**src/rtl/pixel_replicator.sv**
```systemverilog
// Nearest-neighbour replicator: buffers one source row and replays it SCALE times, each pixel
// held SCALE cycles, with a one-cycle gap per replayed row. Optional macro: ROW_PINGPONG_EN.
module pixel_replicator #(
  parameter int unsigned IMG_W = 128,
  parameter int unsigned IMG_H = 72,
  parameter int unsigned SCALE = 3
) (
  input  logic        clk,
  input  logic        rst_n,
  input  logic [23:0] s_pixel,
  input  logic        s_valid,
  output logic        s_ready,
  output logic [23:0] m_pixel,
  output logic        m_valid,
  output logic        frame_done
);

  localparam int unsigned ColW = (IMG_W > 1) ? $clog2(IMG_W) : 1;
  localparam int unsigned RepW = (SCALE > 1) ? $clog2(SCALE) : 1;
  localparam int unsigned RowW = (IMG_H > 1) ? $clog2(IMG_H) : 1;
  localparam logic [ColW-1:0] ColLast = ColW'(IMG_W - 1);
  localparam logic [RepW-1:0] RepLast = RepW'(SCALE - 1);
  localparam logic [RowW-1:0] RowLast = RowW'(IMG_H - 1);

  typedef enum logic [1:0] {StFill, StEmit, StGap} state_e;

  state_e          state_q, state_d;
  logic [ColW-1:0] col_q, col_d;
  logic [ColW-1:0] wcol_q, wcol_d;
  logic [RepW-1:0] rep_h_q, rep_h_d;
  logic [RepW-1:0] rep_v_q, rep_v_d;
  logic [RowW-1:0] row_q, row_d;
  logic            row_done;

  logic            wr_en, wr_last;
  logic            cur_ready, nxt_ready;
  logic [23:0]     rd_pixel;
  logic            s_ready_d, m_valid_d, frame_done_d;
  logic [23:0]     m_pixel_d;

  assign wr_en   = s_valid && s_ready;
  assign wr_last = wr_en && (wcol_q == ColLast);

  always_comb begin
    wcol_d = wcol_q;
    if (wr_en) begin
      wcol_d = wr_last ? '0 : wcol_q + 1'b1;
    end
  end

`ifdef ROW_PINGPONG_EN
  // Two banks: one fills while the other replays; full flags hand a bank across.
  logic [23:0] mem [2][IMG_W];
  logic        fill_sel_q, fill_sel_d;
  logic        emit_sel_q, emit_sel_d;
  logic [1:0]  full_q, full_d;

  assign cur_ready = full_q[emit_sel_q] | (wr_last & (fill_sel_q == emit_sel_q));
  assign nxt_ready = full_q[~emit_sel_q] | (wr_last & (fill_sel_q != emit_sel_q));

  always_comb begin
    full_d     = full_q;
    fill_sel_d = fill_sel_q;
    emit_sel_d = emit_sel_q;
    if (row_done) begin
      full_d[emit_sel_q] = 1'b0;
      emit_sel_d         = ~emit_sel_q;
    end
    if (wr_last) begin
      full_d[fill_sel_q] = 1'b1;
      fill_sel_d         = ~fill_sel_q;
    end
  end

  assign s_ready_d = ~full_d[fill_sel_d];
  assign rd_pixel  = mem[emit_sel_d][col_d];

  always_ff @(posedge clk) begin
    if (wr_en) begin
      mem[fill_sel_q][wcol_q] <= s_pixel;
    end
  end

  always_ff @(posedge clk or negedge rst_n) begin
    if (!rst_n) begin
      fill_sel_q <= 1'b0;
      emit_sel_q <= 1'b0;
      full_q     <= '0;
    end else begin
      fill_sel_q <= fill_sel_d;
      emit_sel_q <= emit_sel_d;
      full_q     <= full_d;
    end
  end
`else
  logic [23:0] mem [IMG_W];

  assign cur_ready = wr_last;
  assign nxt_ready = 1'b0;
  assign s_ready_d = (state_d == StFill);
  assign rd_pixel  = mem[col_d];

  always_ff @(posedge clk) begin
    if (wr_en) begin
      mem[wcol_q] <= s_pixel;
    end
  end
`endif

  // State and counter registers.
  always_ff @(posedge clk or negedge rst_n) begin
    if (!rst_n) begin
      state_q <= StFill;
      col_q   <= '0;
      wcol_q  <= '0;
      rep_h_q <= '0;
      rep_v_q <= '0;
      row_q   <= '0;
    end else begin
      state_q <= state_d;
      col_q   <= col_d;
      wcol_q  <= wcol_d;
      rep_h_q <= rep_h_d;
      rep_v_q <= rep_v_d;
      row_q   <= row_d;
    end
  end

  // Next-state and counter logic.
  always_comb begin
    state_d  = state_q;
    col_d    = col_q;
    rep_h_d  = rep_h_q;
    rep_v_d  = rep_v_q;
    row_d    = row_q;
    row_done = 1'b0;
    unique case (state_q)
      StFill: begin
        if (cur_ready) begin
          state_d = StEmit;
        end
      end
      StEmit: begin
        if (rep_h_q == RepLast) begin
          rep_h_d = '0;
          if (col_q == ColLast) begin
            col_d   = '0;
            state_d = StGap;
          end else begin
            col_d = col_q + 1'b1;
          end
        end else begin
          rep_h_d = rep_h_q + 1'b1;
        end
      end
      StGap: begin
        if (rep_v_q != RepLast) begin
          rep_v_d = rep_v_q + 1'b1;
          state_d = StEmit;
        end else begin
          rep_v_d  = '0;
          row_done = 1'b1;
          state_d  = nxt_ready ? StEmit : StFill;
          row_d    = (row_q == RowLast) ? '0 : row_q + 1'b1;
        end
      end
      default: state_d = StFill;
    endcase
  end

  // Outputs are registered from next-state values so they line up with state_q.
  always_comb begin
    m_valid_d    = (state_d == StEmit);
    m_pixel_d    = m_valid_d ? rd_pixel : '0;
    frame_done_d = row_done && (row_q == RowLast);
  end

  always_ff @(posedge clk or negedge rst_n) begin
    if (!rst_n) begin
      s_ready    <= 1'b0;
      m_valid    <= 1'b0;
      m_pixel    <= '0;
      frame_done <= 1'b0;
    end else begin
      s_ready    <= s_ready_d;
      m_valid    <= m_valid_d;
      m_pixel    <= m_pixel_d;
      frame_done <= frame_done_d;
    end
  end

endmodule

```
**config.mk**
```make
export PLATFORM = sky130hd
export DESIGN_NAME = pixel_replicator
export DESIGN_NICKNAME = d
export VERILOG_FILES = /design/src/rtl/pixel_replicator.sv
export SDC_FILE = /design/constraint.sdc
export NUM_CORES = 2
export LEC_CHECK = 0
export CAP_MARGIN = 20
export CORE_MARGIN = 2
export CORE_UTILIZATION = 25
export DETAILED_ROUTE_END_ITERATION = 10
export GPL_ROUTABILITY_DRIVEN = 0
export PLACE_DENSITY = 0.45
export SLEW_MARGIN = 10
export SYNTH_ARGS = -nofsm -noshare
export SYNTH_HDL_FRONTEND = slang
export SYNTH_SLANG_ARGS = --single-unit
```
**constraint.sdc**
```tcl
create_clock -name clk -period 4.8 [get_ports clk]
set_input_delay 0.72 -clock clk [delete_from_list [all_inputs] [get_ports clk]]
set_output_delay 0.72 -clock clk [all_outputs]
set_load 0.02 [all_outputs]
```
Yosys cells after proc, flatten, opt, wreduce, memory -nomap -nowiden

Memory sizes are Yosys's and may differ from the RTL's.
Index checks and enable logic that the tools add are counted.
W data, S select, Z words.

Flip-flop bits (word level): 54
Memory bits (writable): 3072
Input port bits: 27
Output and inout port bits: 27
Memories: 1

$add $sub $neg: 5
Equality and inequality tests: 8
Multiplexer cells: 17
Bitwise operators: 1
Reduce and logical (&&, ||, !) cells: 6

Memory list:

| name | words | width | read ports | clocked after memory_dff | write ports | line | RTL |
|---|---|---|---|---|---|---|---|
| mem  | 128   | 24    | 1          | 0                        | 1           | 96   | `logic [23:0] mem [IMG_W];` |

Operators by type and width:

| cell                  | count |
|---|---|
| $mux W7               | 5 |
| $mux W24              | 1 |
| $add A7 B1 Y7 const B | 3 |
| $eq A7 B7 Y1 const B  | 3 |
| $mux W2               | 5 |
| $pmux W2 S3           | 1 |
| $mux W1               | 5 |
| $add A2 B1 Y2 const B | 2 |
| $eq A2 B1 Y1 const B  | 2 |
| $eq A2 B2 Y1 const B  | 2 |
| $logic_not A2 Y1      | 2 |
| $logic_and A1 B1 Y1   | 3 |
| $ne A2 B2 Y1 const B  | 1 |
| $reduce_and A2 Y1     | 1 |
| $not A1 Y1            | 1 |

Longest topological paths before layout

Depth in word-level cells: 6
Depth in mapped cells: 16

Worst setup path after synthesis

OpenSTA, ideal clock, no wires.

Kind: input to register
From: in s_valid
To: mem mem[63][0] (enable)
Library setup time: 0.440 ns
Arrival time: 3.250 ns
Required time: 4.360 ns
Slack: 1.110 ns
Cell stages on the path: 5
Path buffers: 0
Cells stage by stage: nand2_1 > or2_2 > inv_1 > nand3_1 > nor3b_1

Word-level cells in the longest chain between the ends: 3

Ends and longest elaborated chain:

| item                          | line | RTL |
|---|---|---|
| from (decl)                   | 11   | `input logic s_valid,` |
| $logic_and A1 B1 Y1           | 41   | `assign wr_en = s_valid && s_ready;` |
| $mux W1                       | 104  | `if (wr_en) begin` |
| $mux W1 (not written as such) | 105  | `mem[wcol_q] <= s_pixel;` |
| to (decl)                     | 96   |  |

No other way between the ends.

Final worst setup path

From: reg state_q[1]
To: reg m_pixel[1]

Word-level cells in the longest chain between the ends: 5
Elaborated cells on any way between the ends: 11
Those cells by class: 3 x eq/ne; 6 x mux; 1 x reduce/logical; 1 x memory

Ends and longest elaborated chain:

| item                                                                     | line | RTL |
|---|---|---|
| from (decl)                                                              | 27   | `state_e state_q, state_d;` |
| from (signal assigned)                                                   | 113  | `state_q <= StFill;` |
| from (signal assigned)                                                   | 120  | `state_q <= state_d;` |
| parallel branches: the longest is 4 deep, another holds $mem_v2 Z128 W24 | -    |  |
| $mux W24 (*)                                                             | 174  | `m_pixel_d = m_valid_d ? rd_pixel : '0;` |
| via m_pixel_d[1]                                                         | 39   | `logic [23:0] m_pixel_d;` |
| to (signal assigned)                                                     | 187  | `m_pixel <= m_pixel_d;` |
| to (decl)                                                                | 13   | `output logic [23:0] m_pixel,` |

Mark *: on every way through the listed nets, which the timed path passes.
A chain may end at the register's enable or synchronous reset.

==> flow_summary.rst <==
.. list-table::
   :header-rows: 1

   * - Metric
     - Value
   * - Fraction of layout instances using a drive strength above 1
     - 0.138
   * - Root Driver
     - sky130_fd_sc_hd__clkbuf_16
   * - Height of the die
     - 717 µm
   * - Die Width
     - 717 µm
   * - Total clock sinks
     - 3126
   * - Multiplexer share of the synthesized area
     - 0.0286
   * - Area of the core
     - 506000 µm²
   * - Worst hold slack
     - 0.111 ns
   * - Number of enable-type register cells in the synthesized netlist
     - 3072
   * - Area growth from synthesis to final layout
     - 18.4%
   * - Design Area, Final
     - 151000 µm²
   * - Lkg Pwr
     - 48.8 nW
   * - Number of I/O port buffers
     - 53
   * - Worst min-delay path category
     - input pin to flip-flop
   * - Highest fanout seen on the critical path
     - 21
   * - Clock insertion delay at the later pin of the skew report
     - 0.99 ns
   * - Xor-xnor portion of the synthesized cell area
     - 0.000620
   * - Global-route wire length before repair
     - 724000 µm
   * - Final critical delay including setup and external delays
     - 4.78 ns
   * - H-tree levels
     - 5
   * - Detailed-routing iteration count for the pre-antenna-repair pass
     - 6
   * - Post-CTS setup buffer count
     - 0
   * - Worst-case headroom to the max-slew limit
     - 0.175
   * - Prevailing post-synth register cell
     - sky130_fd_sc_hd__edfxtp_1
   * - DR iter-0 viols
     - 12800
   * - Final Max Slew Viols
     - 0
   * - Total global routing overflow
     - 0
   * - Placed wire-length estimate after detailed placement
     - 330000 µm
   * - Global-route usage over all layers
     - 0.202
   * - Final number of setup-violating endpoints
     - 0
   * - Total vias in the final route
     - 87900
   * - Startpoint of the worst-slack reg-to-reg timing path
     - state_q[1]
   * - Routed Antenna Nets
     - 0
   * - CP startpoint kind
     - flip-flop
   * - Synthesized area per cell
     - 13.6 µm²
   * - Largest net degree at the start of global routing
     - 129
   * - Result of the run
     - completed
   * - Last element of the critical path
     - m_pixel[1]
   * - Worst path arrival time
     - 5.66 ns
   * - Placement row count
     - 261
   * - Setup Crit Path Kind
     - flip-flop to flip-flop
   * - Area of the die
     - 514000 µm²
   * - Worst Reg-to-Reg Cells
     - 13
   * - Post-synthesis cell type count
     - 93
   * - Post-route fraction of the period consumed by the critical path
     - 0.996
   * - Number of vias per cell
     - 5.24
   * - Top-level I/O count
     - 54
   * - Number of clock buffers inserted by TritonCTS
     - 343
   * - Post-synthesis adder-cell area fraction
     - 0.000295
   * - Starting density of the core
     - 0.251
   * - Post-synth net total
     - 9412
   * - Clock-pin slew on the worst setup and hold paths
     - 0.06 ns
   * - Clock tree from TritonCTS
     - built
   * - Share of the yosys chip area belonging to registers
     - 0.736
   * - Worst path max stage delay
     - 0.83 ns
   * - Max Cap Viol
     - 0
   * - Cell area power density
     - 384 nW/µm²
   * - Pre-CTS setup slack
     - -0.0673 ns
   * - Critical register-to-register path endpoint
     - m_pixel[1]
   * - Cell with the biggest individual delay on the critical path
     - sky130_fd_sc_hd__o21ai_4
   * - VDD IR max
     - 0.259 mV
   * - Largest family of logic cells by synthesized area
     - simple AND/OR/NAND/NOR gates
   * - Critical path, cell by cell
     - nand4bb_4, buf_4, o21ai_4, buf_12, and3_1, a211oi_1, o21ai_0, o2111a_1, a2111oi_1, buf_4, o31ai_1, buf_4, o311a_1
   * - Area post-placement
     - 140000 µm²
   * - Post-synth ARST share
     - 0.0173
   * - Required time of the worst setup path
     - 5.68 ns
   * - Number of global-route vias before repair
     - 82700
   * - Post-route clock skew
     - 0.0588 ns
   * - Maximum clock insertion buffer count
     - 4
   * - Final-report hold violation count
     - 0
   * - Synthesized flop and latch total
     - 3126
   * - Final Net Count
     - 9793
   * - Routed WL
     - 538000 µm
   * - Cell seen most often among critical-path stages
     - sky130_fd_sc_hd__buf_4
   * - Yosys Warn Count
     - 0
   * - Synthesized cell area
     - 127000 µm²
   * - Overall power after layout
     - 57.8 mW
   * - Routed wire length per instance
     - 32.1 µm
   * - Minimum setup slack in the final design
     - 0.0181 ns
   * - FF-to-FF setup slack
     - 0.02 ns
   * - Mapped Cells
     - 9382
   * - Beginning of the critical path
     - state_q[1]
   * - Initial antenna violation count
     - 53
   * - Critical Path End Type
     - flip-flop
   * - Number of remaining DRC errors
     - 0
   * - Tightest Pin Transition
     - 1.24 ns
   * - Post-Synth Simple-Gate Area
     - 0.136
   * - Compound-Gate Fraction of Synth Area
     - 0.0703
   * - Max Clk Rate
     - 209 MHz
[placed cells by master (no fill, tap or decap), types with 74 or more instances in the layout]
cell,Yosys,final
sky130_fd_sc_hd__nand2_1,2244,2239
sky130_fd_sc_hd__clkinv_1,0,84
sky130_fd_sc_hd__a211oi_1,163,162
sky130_fd_sc_hd__buf_12,2,93
sky130_fd_sc_hd__nand3_1,920,918
sky130_fd_sc_hd__buf_4,77,573
sky130_fd_sc_hd__o21ai_0,155,154
sky130_fd_sc_hd__a311oi_1,76,74
sky130_fd_sc_hd__nor2_1,217,82
sky130_fd_sc_hd__nor3_1,106,103
sky130_fd_sc_hd__clkbuf_16,0,348
sky130_fd_sc_hd__edfxtp_1,3072,3072
sky130_fd_sc_hd__and3_1,246,246
sky130_fd_sc_hd__clkbuf_1,149,91
sky130_fd_sc_hd__a21oi_1,244,239
sky130_fd_sc_hd__nor2_4,3,127
sky130_fd_sc_hd__a31oi_1,218,217
sky130_fd_sc_hd__mux2i_1,246,246
sky130_fd_sc_hd__nand4_1,81,81
[report_power, final]
part	internal, mW	total (mW)	switching [mW]
Combinational	0.272	1.85	1.58
Sequential	30.4	30.5	0.125
Clock	14.1	25.4	11.3
Total	44.8	57.8	13.0
[flip-flops by register name (all words and copies together), names as in the netlist]
signal      cells
mem          3072
frame_done      1
wcol_q          7
col_q           7
m_valid         1
row_q           7
s_ready         1
rep_v_q         2
m_pixel        24
rep_h_q         2
state_q         2
[worst max-delay path: cells and delay by family, from the launching register on]
kind / cells / cell delay, ns
AOI/OAI and AO/OA: 7 / 2.48
buffers and inverters: 4 / 1.03
and+or+nand+nor: 2 / 0.66
DFF: 1 / 0.45
[repair_timing]
item,in CTS,in global routing
setup endpoints to repair,1,4
gates resized for setup,1,4
hold buffers,1,0
hold endpoints to repair,30,0
[through the flow]
step,util,TNS [ns],cells
after floorplan,-,0,9382
after global placement,0.276,-0.632,16100
after detailed placement,0.276,-0.0673,16100
after CTS,0.297,0,16700
after global routing,0.297,-0.00337,16800
final,0.298,0,16800
[how the worst min path moves through the flow]
stage	cells after the start	to	start	slack (ns)
global placement	2	row_q[1]	row_q[1]	0.49
floorplan	0	col_q[0]	rst_n	0.42
CTS	1	mem[102][18]	s_pixel[18]	0.08
global route	1	mem[100][18]	s_pixel[18]	0.12
finish	1	mem[100][18]	s_pixel[18]	0.11
detailed placement	2	row_q[1]	row_q[1]	0.50
[layout make-up]
class,count,area (µm²)
sequential,3126,93600
antenna,23,57.6
timing repair buffer,699,6510
clock inverter,173,1370
inverter,29,166
fill,50500,355000
clock buffer,449,9190
multi-input combinational,5564,31200
tap,6706,8390
[synthesized netlist by cell type (7+ instances only)]
library cell,number,area share
sky130_fd_sc_hd__o2111ai_1,21,0.0014
sky130_fd_sc_hd__o211ai_1,29,0.0017
sky130_fd_sc_hd__nand3_1,920,0.036
sky130_fd_sc_hd__nor4_1,33,0.0016
sky130_fd_sc_hd__mux4_2,42,0.0074
sky130_fd_sc_hd__and2_1,8,0.00039
sky130_fd_sc_hd__a221oi_1,32,0.0022
sky130_fd_sc_hd__a32oi_1,73,0.0050
sky130_fd_sc_hd__buf_6,19,0.0017
sky130_fd_sc_hd__a22oi_1,24,0.0014
sky130_fd_sc_hd__o311ai_0,11,0.00076
sky130_fd_sc_hd__and3_1,246,0.012
sky130_fd_sc_hd__or3_1,21,0.0010
sky130_fd_sc_hd__a2111oi_0,15,0.0010
sky130_fd_sc_hd__a41oi_1,9,0.00062
sky130_fd_sc_hd__and4_1,8,0.00055
sky130_fd_sc_hd__buf_1,50,0.0015
sky130_fd_sc_hd__buf_4,77,0.0045
sky130_fd_sc_hd__o21ai_1,7,0.00028
sky130_fd_sc_hd__dfrtp_1,54,0.011
sky130_fd_sc_hd__inv_1,23,0.00068
sky130_fd_sc_hd__o31ai_1,21,0.0012
sky130_fd_sc_hd__clkbuf_1,149,0.0044
sky130_fd_sc_hd__a211o_1,20,0.0014
sky130_fd_sc_hd__o221ai_1,37,0.0025
sky130_fd_sc_hd__a211oi_1,163,0.0096
sky130_fd_sc_hd__nand2b_1,14,0.00069
sky130_fd_sc_hd__mux2i_1,246,0.019
sky130_fd_sc_hd__nor2_1,217,0.0064
sky130_fd_sc_hd__a31oi_1,218,0.011
sky130_fd_sc_hd__nor3_1,106,0.0042
sky130_fd_sc_hd__a21o_1,16,0.00094
sky130_fd_sc_hd__mux2_2,19,0.0017
sky130_fd_sc_hd__a21oi_1,244,0.0096
sky130_fd_sc_hd__a311oi_1,76,0.0052
sky130_fd_sc_hd__a32o_1,11,0.00087
sky130_fd_sc_hd__nand4_1,81,0.0040
sky130_fd_sc_hd__or2_2,8,0.00039
sky130_fd_sc_hd__o21ai_0,155,0.0061
sky130_fd_sc_hd__nand2_1,2244,0.066
sky130_fd_sc_hd__buf_2,363,0.014
sky130_fd_sc_hd__o22ai_1,63,0.0031
sky130_fd_sc_hd__a311o_1,8,0.00063
sky130_fd_sc_hd__edfxtp_1,3072,0.73
[layer usage]
layer,vias to the layer above,GRT usage,wire length [µm]
met5,-,0,97
met4,14,0.104,32000
met3,1003,0.0411,51000
met2,4954,0.310,238000
met1,45600,0.271,217000
li1,36300,-,-
[logic make-up after synthesis]
| kind of cell | count (synthesis) |
|---|---|
| compound gates | 1303 |
| flops | 3126 |
| simple gates | 3941 |
| mux | 308 |
| buf+inv | 692 |
| fa+ha+maj | 3 |
| xor+xnor | 9 |
Power figures use the tool's default switching activity.
